## config.mk

```make
export PLATFORM = sky130hd
export DESIGN_NAME = fcs_check
export DESIGN_NICKNAME = d
export VERILOG_FILES = /design/src/rtl/fcs_check.sv
export SDC_FILE = /design/constraint.sdc
export NUM_CORES = 1
export LEC_CHECK = 0
export BUFFER_PORTS_ARGS = -buffer_cell sky130_fd_sc_hd__buf_2
export CORE_ASPECT_RATIO = 0.75
export CORE_MARGIN = 2
export CORE_UTILIZATION = 25
export DETAILED_ROUTE_END_ITERATION = 16
export GPL_ROUTABILITY_DRIVEN = 0
export PLACE_DENSITY = 0.44
export SYNTH_ARGS = -nofsm -noshare
export SYNTH_HDL_FRONTEND = slang
export SYNTH_SLANG_ARGS = --single-unit
```

## constraint.sdc

```tcl
create_clock -name clk -period 2.3 [get_ports clk]
set_input_delay 0.115 -clock clk [delete_from_list [all_inputs] [get_ports clk]]
set_output_delay 0.115 -clock clk [all_outputs]
set_load 0.01 [all_outputs]
```

## src/rtl/fcs_check.sv

```systemverilog
// Receive-side serial CRC-16 (x^16+x^12+x^5+1) FCS checker for 802.15.4 PSDUs.
// Consumes payload bits, then 16 FCS bits MSB first, and reports match/length error.
module fcs_check (
    input  logic        clk,
    input  logic        rst,
    input  logic        start,
    input  logic [6:0]  len,
    input  logic        valid,
    input  logic        data,
    output logic        busy,
    output logic        done,
    output logic        fcs_ok,
    output logic        len_error,
    output logic [15:0] rx_fcs,
    output logic [15:0] calc_fcs
);

    localparam int unsigned CNT_W   = 10;
    localparam int unsigned CRC_W   = 16;
    localparam int unsigned MIN_LEN = 5;

    typedef enum logic [1:0] {
        S_IDLE    = 2'd0,
        S_PAYLOAD = 2'd1,
        S_FCS     = 2'd2,
        S_DONE    = 2'd3
    } state_t;

    state_t             r_state;
    logic [CRC_W-1:0]   r_crc;
    logic [CRC_W-1:0]   r_rx_sh;
    logic [CNT_W-1:0]   r_cnt;

    logic               w_fb;
    logic [CRC_W-1:0]   w_crc_next;
    logic [CRC_W-1:0]   w_rx_next;
    logic               w_len_ok;
    logic [CNT_W-1:0]   w_cnt_load;

    // Galois-form CRC step; taps at bits 12 and 5 plus the feedback into bit 0
    assign w_fb       = data ^ r_crc[15];
    assign w_crc_next = {r_crc[14:12], r_crc[11] ^ w_fb, r_crc[10:5],
                         r_crc[4] ^ w_fb, r_crc[3:0], w_fb};
    assign w_rx_next  = {r_rx_sh[14:0], data};
    assign w_len_ok   = (len >= 7'(MIN_LEN));
    // (len-2)*8-1 == 8*len - 17
    assign w_cnt_load = {len, 3'b000} - CNT_W'(17);

    always_ff @(posedge clk) begin
        if (rst) begin
            r_state   <= S_IDLE;
            r_crc     <= '0;
            r_rx_sh   <= '0;
            r_cnt     <= '0;
            busy      <= 1'b0;
            done      <= 1'b0;
            fcs_ok    <= 1'b0;
            len_error <= 1'b0;
            rx_fcs    <= '0;
            calc_fcs  <= '0;
        end else begin
            done <= 1'b0;
            if (start) begin
                // A new start always wins: aborts any frame and ignores this cycle's bit
                r_crc   <= '0;
                r_rx_sh <= '0;
                fcs_ok  <= 1'b0;
                if (w_len_ok) begin
                    r_state   <= S_PAYLOAD;
                    r_cnt     <= w_cnt_load;
                    busy      <= 1'b1;
                    len_error <= 1'b0;
                end else begin
                    r_state   <= S_DONE;
                    r_cnt     <= '0;
                    busy      <= 1'b0;
                    done      <= 1'b1;
                    len_error <= 1'b1;
                    rx_fcs    <= '0;
                    calc_fcs  <= '0;
                end
            end else begin
                case (r_state)
                    S_IDLE: begin
                        r_state <= S_IDLE;
                    end
                    S_PAYLOAD: begin
                        if (valid) begin
                            r_crc <= w_crc_next;
                            if (r_cnt == '0) begin
                                r_state <= S_FCS;
                                r_cnt   <= CNT_W'(15);
                            end else begin
                                r_cnt <= r_cnt - CNT_W'(1);
                            end
                        end
                    end
                    S_FCS: begin
                        if (valid) begin
                            r_rx_sh <= w_rx_next;
                            if (r_cnt == '0) begin
                                r_state   <= S_DONE;
                                busy      <= 1'b0;
                                done      <= 1'b1;
                                fcs_ok    <= (w_rx_next == r_crc);
                                calc_fcs  <= r_crc;
                                rx_fcs    <= w_rx_next;
                                len_error <= 1'b0;
                            end else begin
                                r_cnt <= r_cnt - CNT_W'(1);
                            end
                        end
                    end
                    S_DONE: begin
                        r_state <= S_IDLE;
                    end
                    default: begin
                        r_state <= S_IDLE;
                    end
                endcase
            end
        end
    end

endmodule

```

==> results_dict.tcl, run 1 <==
set metrics [dict create \
    die_w_um 144 \
    die_y_um 109 \
    grt_pass1_wl_mm 16.4 \
    seqPwrFrac 0.453 \
    avgSynthCellArea_um2 8.32 \
    cellLeakagePower_uw 0.00169 \
    drt-vias-per-instance 4.65 \
    cts.sinks 79 \
    syn_nets 457 \
    power_uw 3140 \
    hold_class "input pin to register" \
    worstSetupStartpointType "register" \
    fmax_mhz 459 \
    drv_cap 0 \
    fp.dieArea_um2 15600 \
    grt_remaining_overflow 0 \
    multiInputGateArea_um2 1940 \
    cts_max_path_buffers 2 \
    crit_type "register to register" \
    synthFlopType "dfxtp_1" \
    syn_area_um2 3660 \
    fin_cells 696 \
    synthCells 440 \
    worstPathArrival_ns 2.44 \
    cts_max_level 3 \
    synth_edf_count 0 \
    firstDrtPassIters 5 \
    root_buffer "clkbuf_16" \
    fin_nets 509 \
    hold_violations 0 \
    end_kind "register" \
    status "completed" \
    cts_buffers 9 \
    post-dp-hpwl_mm 7.20 \
    antenna_found_initial 0 \
    tns_ns 0 \
    layout_common_cells "136 x nand2_1, 79 x dfxtp_1, 47 x buf_2" \
    start_util 0.254 \
    min_from "data" \
    yosys_warnings 0 \
    fill_cells 1531 \
    synthArstFlopShare 0 \
    drive_above_1_share 0.185 \
    setup.worst_path.start "r_cnt[0]$_SDFFE_PP0P_" \
    slew_violations 0 \
    internal_power_uw 2350 \
    wl_per_cell_um 14.9 \
    worstPathRequired_ns 2.57 \
    clk_pin_slew_ns 0.05 \
    num_vias 3233 \
    port_buffers 47 \
    rows 38 \
    dp.cells 678 \
    power_density_nw_per_um2 691 \
    fin_skew_ns 0.00798 \
    peakVddDrop_mv 0.339 \
    pin_count 48 \
    cts_tree "built" \
    setup_viol 0 \
    fin_crit_ns 2.18 \
    grt_max_degree 32 \
    pwr-share-comb 0.106 \
    regArea_um2 1580 \
    rrSetupSlack_ns 0.12 \
    critPathMaxFanout 14 \
    swShare 0.252 \
    antenna_left 0 \
    power_frac_clock 0.441 \
    syn2layout_area_growth_pct 23.9 \
    switchingPower_uw 789 \
    wirelength_mm 10.4 \
    tightest_slew_ns 0.558 \
    fin_crit_sh 0.947 \
    max-slew-margin-rel 0.627 \
    grt_pass1_vias 3112 \
    r2r_start "r_cnt[0]$_SDFFE_PP0P_" \
    coreArea_um2 14400 \
    clk_latency_ns 0.34 \
    utilization 0.315 \
    grt.total_usage 0.135 \
    route.detailed.drc 0 \
    ctsHoldBuffers 0 \
    final_common_cell "nand2_1" \
    ys_seq_elements 79 \
    antennaDiodeCount 0 \
    drt_iter0_drc 202 \
    yosysUniqueCellTypes 46 \
    seq_area_frac_synth 0.432 \
]
cell families (layout without fill, tap and decap cells):
kind of cell | after synthesis | count (layout) | share of synthesized area
muxes | 32 | 32 | 0.0875
AOI/OAI and AO/OA | 80 | 80 | 0.146
xor gates and xnor gates | 23 | 23 | 0.0550
buffers and inverters | 36 | 92 | 0.0465
and+or+nand+nor | 185 | 185 | 0.216
adders and majority gates | 5 | 5 | 0.0171
DFF | 79 | 79 | 0.432
path summary, 6_finish.rpt:
check	to	cells after the start
setup / recovery	rx_fcs[3]$_SDFFE_PP0P_	8
hold / removal	r_rx_sh[0]$_SDFFE_PP0P_	3
setup reg to reg	rx_fcs[3]$_SDFFE_PP0P_	8
hold reg to reg	rx_fcs[6]$_SDFFE_PP0P_	2
cell usage after synthesis, types with 2 or more instances:
library cell    n  area, um^2
nor4_1          7        43.8
buf_1           2        7.51
o41a_1          2        22.5
a32o_1          2        20.0
or3_1           2        12.5
buf_8           3        45.0
nor2_1         12        45.0
o221a_2         2        22.5
o22ai_1         4        25.0
nand2_1       137         514
ha_1            5        62.6
o21a_1          2        15.0
o31ai_1         2        15.0
xnor2_1         7        61.3
nand3_1         5        25.0
inv_1           8        30.0
a211oi_1        5        37.5
a21oi_1        41         205
dfxtp_1        79        1580
and2_1          3        18.8
or4_1           8        60.1
nor3_1          6        30.0
xor2_1         16         140
a2111oi_0       2        17.5
mux2i_1        32         320
nand4_1         2        12.5
o21ai_0         4        20.0
clkbuf_1       22        82.6
area by class of cell:
type | count | area share
well taps | 200 | 0.0552
inverters | 8 | 0.00662
clock inverters | 4 | 0.0105
clock buffers | 11 | 0.0513
repair buffers | 69 | 0.101
multi-input cells | 325 | 0.427
flip-flops and latches | 79 | 0.349
critical path, stage by stage (launching register included):
cell,delay (ns)
dfxtp_1,0.32
inv_2,0.07
ha_1,0.16
or4b_4,0.46
or4_4,0.45
o21ai_4,0.16
buf_12,0.14
buf_12,0.15
mux2i_1,0.19
routing by layer:
metal,track usage,vias to the layer above,share of wire
li1,-,1622,-
met1,0.199,1515,0.53
met2,0.186,84,0.40
met3,0.0369,12,0.058
met4,0.0532,0,0.016
met5,0,-,0
power by group through the flow:
| stage | Sequential [uW] | Combinational (uW) | Clock, uW |
|---|---|---|---|
| final | 1420 | 333 | 1380 |
| after global routing | 1420 | 367 | 1470 |
| after CTS | 1420 | 321 | 1420 |
| after detailed placement | 1450 | 319 | 0 |
| after global placement | 1450 | 315 | 0 |
| after floorplan | 1440 | 213 | 0 |
flip-flops by register name, summed over array words and instances (netlist names):
signal,count
fcs_ok,1
busy,1
rx_fcs,16
done,1
len_error,1
r_state,2
r_crc,16
r_rx_sh,15
calc_fcs,16
r_cnt,10
stage by stage:
stage	area, um^2	setup WS, ns	hold slack [ns]
after global routing	4540	-0.00159	0.0761
after global placement	4180	0.0407	0.429
final	4540	0.123	0.0851
after floorplan	3660	0.0716	0.251
after CTS	4460	0.0404	0.0722
after detailed placement	4180	0.0544	0.434
timing repair:
action | in CTS | in global routing
gates resized for setup | 0 | 4
buffers inserted | 0 | 1
endpoints found under the setup margin | 0 | 21
(Power assumes the default switching activity.)
==> run 2: changes to the inputs <==
- PLACE_DENSITY: 0.44 -> 0.43
- clock period: 2.3 -> 2.1 ns (I/O delays scaled with it)
==> run 2 against run 1 <==
- the flow now finishes with violations (negative setup slack)
- clock skew decreased by 0.0019 ns
- die area did not move
- via count rose by 0.77%
- non-clock buffer count grew 15
- first-iteration DRC count rose by 48%
- clock power grew 16%
- utilization increased by 1.5 points
- global-route usage about the same
- combinational power grew 27%
- critical path type unchanged
- critical endpoint is now rx_fcs[13]$_SDFFE_PP0P_
- largest cell class unchanged
==> results_dict.tcl, run 2 (synthesized netlist as in run 1, its figures left out) <==
set metrics [dict create \
    antenna_left 0 \
    crit_type "register to register" \
    worstPathArrival_ns 2.44 \
    status "finished, violations left" \
    seqPwrFrac 0.433 \
    fin_area_um2 4750 \
    fin_cells 712 \
    whs_ns 0.0913 \
    drt-met1-wl_mm 5.60 \
    pin_count 48 \
    grt_pass1_vias 3128 \
    worstPathRequired_ns 2.37 \
    hold_class "input pin to register" \
    cts_max_path_buffers 2 \
    critPathMaxFanout 7 \
    wirelength_mm 10.5 \
    post-dp-hpwl_mm 7.27 \
    cts_tree "built" \
    end_kind "register" \
    dr_wl_met3_um 581 \
    ctsHoldBuffers 0 \
    fin_skew_ns 0.00606 \
    grt_remaining_overflow 0 \
    fp.dieArea_um2 15600 \
    route.detailed.drc 0 \
    max-slew-margin-rel 0.652 \
    coreArea_um2 14400 \
    grt_max_degree 32 \
    crit_chain "inv_2 -> ha_4 -> or4b_4 -> or4_4 -> o21ai_4 -> buf_8 -> clkbuf_16 -> mux2i_1" \
    fin_nets 524 \
    wl_met2_mm 4.24 \
    clk_pin_slew_ns 0.06 \
    placed_cell_area_um2 4270 \
    tightest_slew_ns 0.520 \
    slew_violations 0 \
    power_frac_clock 0.449 \
    cts_max_level 3 \
    fmax_mhz 461 \
    peakVddDrop_mv 0.408 \
    firstDrtPassIters 4 \
    antennaDiodeCount 0 \
    reg_top3 "calc_fcs (16), r_crc (16), rx_fcs (16)" \
    fin_crit_ns 2.17 \
    drive_above_1_share 0.230 \
    cts_buffers 9 \
    port_buffers 47 \
    swShare 0.249 \
    dp.cells 690 \
    drt_iter0_drc 298 \
    critPathMaxStageDelay_ns 0.46 \
    power_density_nw_per_um2 752 \
    internal_power_uw 2680 \
    rows 38 \
    final_common_cell "nand2_1" \
    tns_ns -1.72 \
    clk_latency_ns 0.34 \
    dr.max_layer_used "met4" \
    num_vias 3258 \
    grt_pass1_wl_mm 16.5 \
    cellLeakagePower_uw 0.00179 \
    violations "negative setup slack" \
    antenna_found_initial 0 \
    rsz0062_at_grt "true" \
    wl_per_cell_um 14.8 \
    utilization 0.330 \
    die_y_um 109 \
    grt.total_usage 0.136 \
    cpMaxStageDelayCell "or4b_4" \
    start_util 0.254 \
    hold_violations 0 \
    pwr-share-comb 0.119 \
    fin_crit_sh 1.03 \
    drv_cap 0 \
    switchingPower_uw 888 \
    layout_common_cells "136 x nand2_1, 77 x dfxtp_1, 47 x buf_2" \
    root_buffer "clkbuf_16" \
    drt-vias-per-instance 4.58 \
    setup_viol 34 \
    worstSetupStartpointType "register" \
    syn2layout_area_growth_pct 29.7 \
    layout_setup_ws_ns -0.0688 \
    die_w_um 144 \
    cts.sinks 79 \
]
## run 2: cell types whose count changed in the layout (fill, tap and decap cells not counted), moves of 2 or more
cell       change
buf_4         +13
clkbuf_8       +2
dfxtp_1        -2
dfxtp_2        +2
clkbuf_16      +2
clkbuf_1       -2
## run 2: power by group through the flow
stage                     Clock, uW  Combinational (uW)  Sequential [uW]
final                          1600                 423             1540
after global routing           1720                 467             1550
after detailed placement          0                 388             1580
after global placement            0                 389             1580
after floorplan                   0                 240             1580
after CTS                      1650                 400             1540
## run 2: worst max-delay path, delay by kind of cell (launching register included)
kind / cells / cell delay, ns
adder cells (fa/ha/maj): 1 / 0.13
buffers and inverters: 3 / 0.40
AND/OR/NAND/NOR: 2 / 0.91
multiplexers: 1 / 0.17
flip-flops: 1 / 0.32
AO/OA/AOI/OAI: 1 / 0.16
## run 2: worst paths after layout
kind / to / start / depth (start not counted) / slack, ns
max: rx_fcs[13]$_SDFFE_PP0P_ / r_cnt[0]$_SDFFE_PP0P_ / 8 / -0.07
min: rx_fcs[0]$_SDFFE_PP0P_ / data / 3 / 0.09
max reg2reg: rx_fcs[13]$_SDFFE_PP0P_ / r_cnt[0]$_SDFFE_PP0P_ / 8 / -0.07
min reg2reg: calc_fcs[0]$_SDFFE_PP0P_ / calc_fcs[0]$_SDFFE_PP0P_ / 2 / 0.45
## run 2: stage by stage
| step | setup slack [ns] | total power, uW |
|---|---|---|
| floorplan | -0.0966 | 1820 |
| global placement | -0.0941 | 1960 |
| detailed placement | -0.0826 | 1960 |
| CTS | -0.102 | 3590 |
| global route | -0.137 | 3740 |
| finish | -0.0688 | 3570 |
## run 2: layout make-up
class,instances,area [um^2]
clock buffer,11,253
multi-input combinational,325,1970
tap,200,250
clock inverter,5,56.3
sequential,79,1580
inverter,8,30.0
fill,1530,9660
timing repair buffer,84,602
## run 2: what timing repair did
| action | CTS | global route |
|---|---|---|
| cloned | 0 | 4 |
| pin swaps | 0 | 3 |
| gates resized for setup | 3 | 10 |
| setup buffers | 0 | 2 |
| setup endpoints to repair | 37 | 43 |
## run 2: metal layers
metal  up-vias  track usage
met3         8       0.0321
li1       1654            -
met4         0       0.0357
met1      1518        0.204
met5         -            0
met2        78        0.193
==> run 3: changes to the inputs <==
- CORE_UTILIZATION: 25 -> 56
- PLACE_DENSITY: 0.43 -> 0.8
==> run 3 against run 2 <==
- register-to-register slack lost 0.02 ns
- the flow still finishes with violations (negative setup slack)
- clock-buffer cell count grew 1
- design area shrank 6.6%
==> results_dict.tcl, run 3 (synthesized netlist as in run 1, its figures left out) <==
set metrics [dict create \
    status "finished, violations left" \
    violations "negative setup slack" \
    port_buffers 47 \
    fin_nets 519 \
    r2r_cells 8 \
    peakVddDrop_mv 0.383 \
    coreArea_um2 6320 \
    grt_max_degree 32 \
    reg_top3 "calc_fcs (16), r_crc (16), rx_fcs (16)" \
    hold_violations 0 \
    cts_tree "built" \
    grt_pass1_vias 3059 \
    pwr-share-comb 0.133 \
    end_kind "register" \
    drt_iter0_drc 346 \
    power_frac_clock 0.374 \
    worstSetupStartpointType "register" \
    final_common_cell "nand2_1" \
    drive_above_1_share 0.217 \
    path_common_cell "buf_12" \
    antennaDiodeCount 0 \
    critPathMaxFanout 5 \
    internal_power_uw 2310 \
    grt.total_usage 0.265 \
    grt_remaining_overflow 0 \
    fmax_mhz 457 \
    tightest_slew_ns 0.623 \
    hold_path_end "r_rx_sh[0]$_SDFFE_PP0P_" \
    firstDrtPassIters 5 \
    swShare 0.262 \
    whs_ns 0.0597 \
    slew_violations 0 \
    worstPathArrival_ns 2.47 \
    seqPwrFrac 0.493 \
    tns_ns -1.91 \
    drv_cap 0 \
    cts_max_path_buffers 2 \
    power_density_nw_per_um2 705 \
    antenna_left 0 \
    layout_common_cells "136 x nand2_1, 77 x dfxtp_1, 47 x buf_2" \
    rows 25 \
    fin_crit_sh 1.04 \
    grt_pass1_wl_mm 15.1 \
    die_w_um 97.4 \
    hold_class "input pin to register" \
    switchingPower_uw 818 \
    clk_latency_ns 0.36 \
    num_vias 3432 \
    root_buffer "clkbuf_8" \
    setup_viol 35 \
    die_y_um 74.0 \
    r2r_start "r_cnt[0]$_SDFFE_PP0P_" \
    hold_depth 3 \
    drt-vias-per-instance 5.84 \
    fin_crit_ns 2.19 \
    cts_max_level 3 \
    clk_pin_slew_ns 0.08 \
    start_util 0.579 \
    antenna_found_initial 0 \
    crit_type "register to register" \
    min_from "data" \
    pre_cts_slack_ns -0.103 \
    crit_chain "inv_2 -> ha_4 -> or4b_4 -> or4_4 -> o21ai_4 -> buf_12 -> buf_12 -> mux2i_1" \
    wirelength_mm 9.49 \
    fin_skew_ns 0.00891 \
    cellLeakagePower_uw 0.00172 \
    cts.sinks 79 \
    critPathMaxStageDelay_ns 0.46 \
    rsz0062_at_grt "true" \
    max-slew-margin-rel 0.585 \
    utilization 0.702 \
    cpMaxStageDelayCell "or4b_4" \
    worstPathRequired_ns 2.38 \
    fp.dieArea_um2 7210 \
    syn2layout_area_growth_pct 21.2 \
    layout_setup_ws_ns -0.0883 \
    route.detailed.drc 0 \
    cts_buffers 9 \
    pin_count 48 \
    r2r_end "calc_fcs[10]$_SDFFE_PP0P_" \
    wl_per_cell_um 16.1 \
    rrSetupSlack_ns -0.09 \
    post-dp-hpwl_mm 6.47 \
]
==> run 3: layout make-up <==
cell class              count  area (um^2)
well taps                  81          101
inverters                   8         30.0
multi-input cells         325         1960
flip-flops and latches     79         1580
fillers                   515         1880
clock buffers              12          155
clock inverters             4         52.6
repair buffers             79          554
==> run 3: through the flow <==
stage	total power, uW	std cells	cell area [um^2]
floorplan	1820	440	3670
global placement	1930	566	4090
detailed placement	1950	566	4090
CTS	3120	586	4400
global route	3240	588	4440
finish	3120	588	4440
==> run 3: metal layers <==
layer | GRT usage | up-vias | wire [um]
met3 | 0.0620 | 16 | 726
met5 | 0 | - | 0
met4 | 0.0818 | 0 | 137
li1 | - | 1643 | -
met1 | 0.380 | 1619 | 4480
met2 | 0.404 | 154 | 4150
==> run 3: critical path: cells and delay by family (launching register included) <==
kind,cells,cell delay [ns]
muxes,1,0.19
buffers and inverters,3,0.37
DFF,1,0.33
adders and majority gates,1,0.13
AOI/OAI and AO/OA,1,0.18
and+or+nand+nor,2,0.92
==> run 3: worst max-delay path by stage <==
stage               slack [ns]                  start                        end
floorplan                 -0.1  r_cnt[6]$_SDFFE_PP0P_     rx_fcs[7]$_SDFFE_PP0P_
global placement         -0.02  r_cnt[0]$_SDFFE_PP0P_   calc_fcs[8]$_SDFFE_PP0P_
detailed placement       -0.10  r_cnt[0]$_SDFFE_PP0P_  calc_fcs[10]$_SDFFE_PP0P_
CTS                      -0.08  r_cnt[0]$_SDFFE_PP0P_  calc_fcs[14]$_SDFFE_PP0P_
global route             -0.16  r_cnt[0]$_SDFFE_PP0P_  calc_fcs[14]$_SDFFE_PP0P_
finish                   -0.09  r_cnt[0]$_SDFFE_PP0P_  calc_fcs[10]$_SDFFE_PP0P_
==> run 3: power groups by stage <==
stage	sequential (uW)	clock [uW]	combinational (uW)
after floorplan	1580	0	240
after global placement	1570	0	361
after detailed placement	1570	0	373
after CTS	1540	1180	391
after global routing	1540	1250	448
final	1540	1170	415
==> run 3: timing repair <==
| item | in CTS | in global routing |
|---|---|---|
| resized for setup | 7 | 4 |
| setup buffers | 2 | 2 |
| cloned | 2 | 1 |
| hold buffers | 0 | 0 |
| pin swaps | 1 | 4 |
| endpoints found under the setup margin | 37 | 41 |
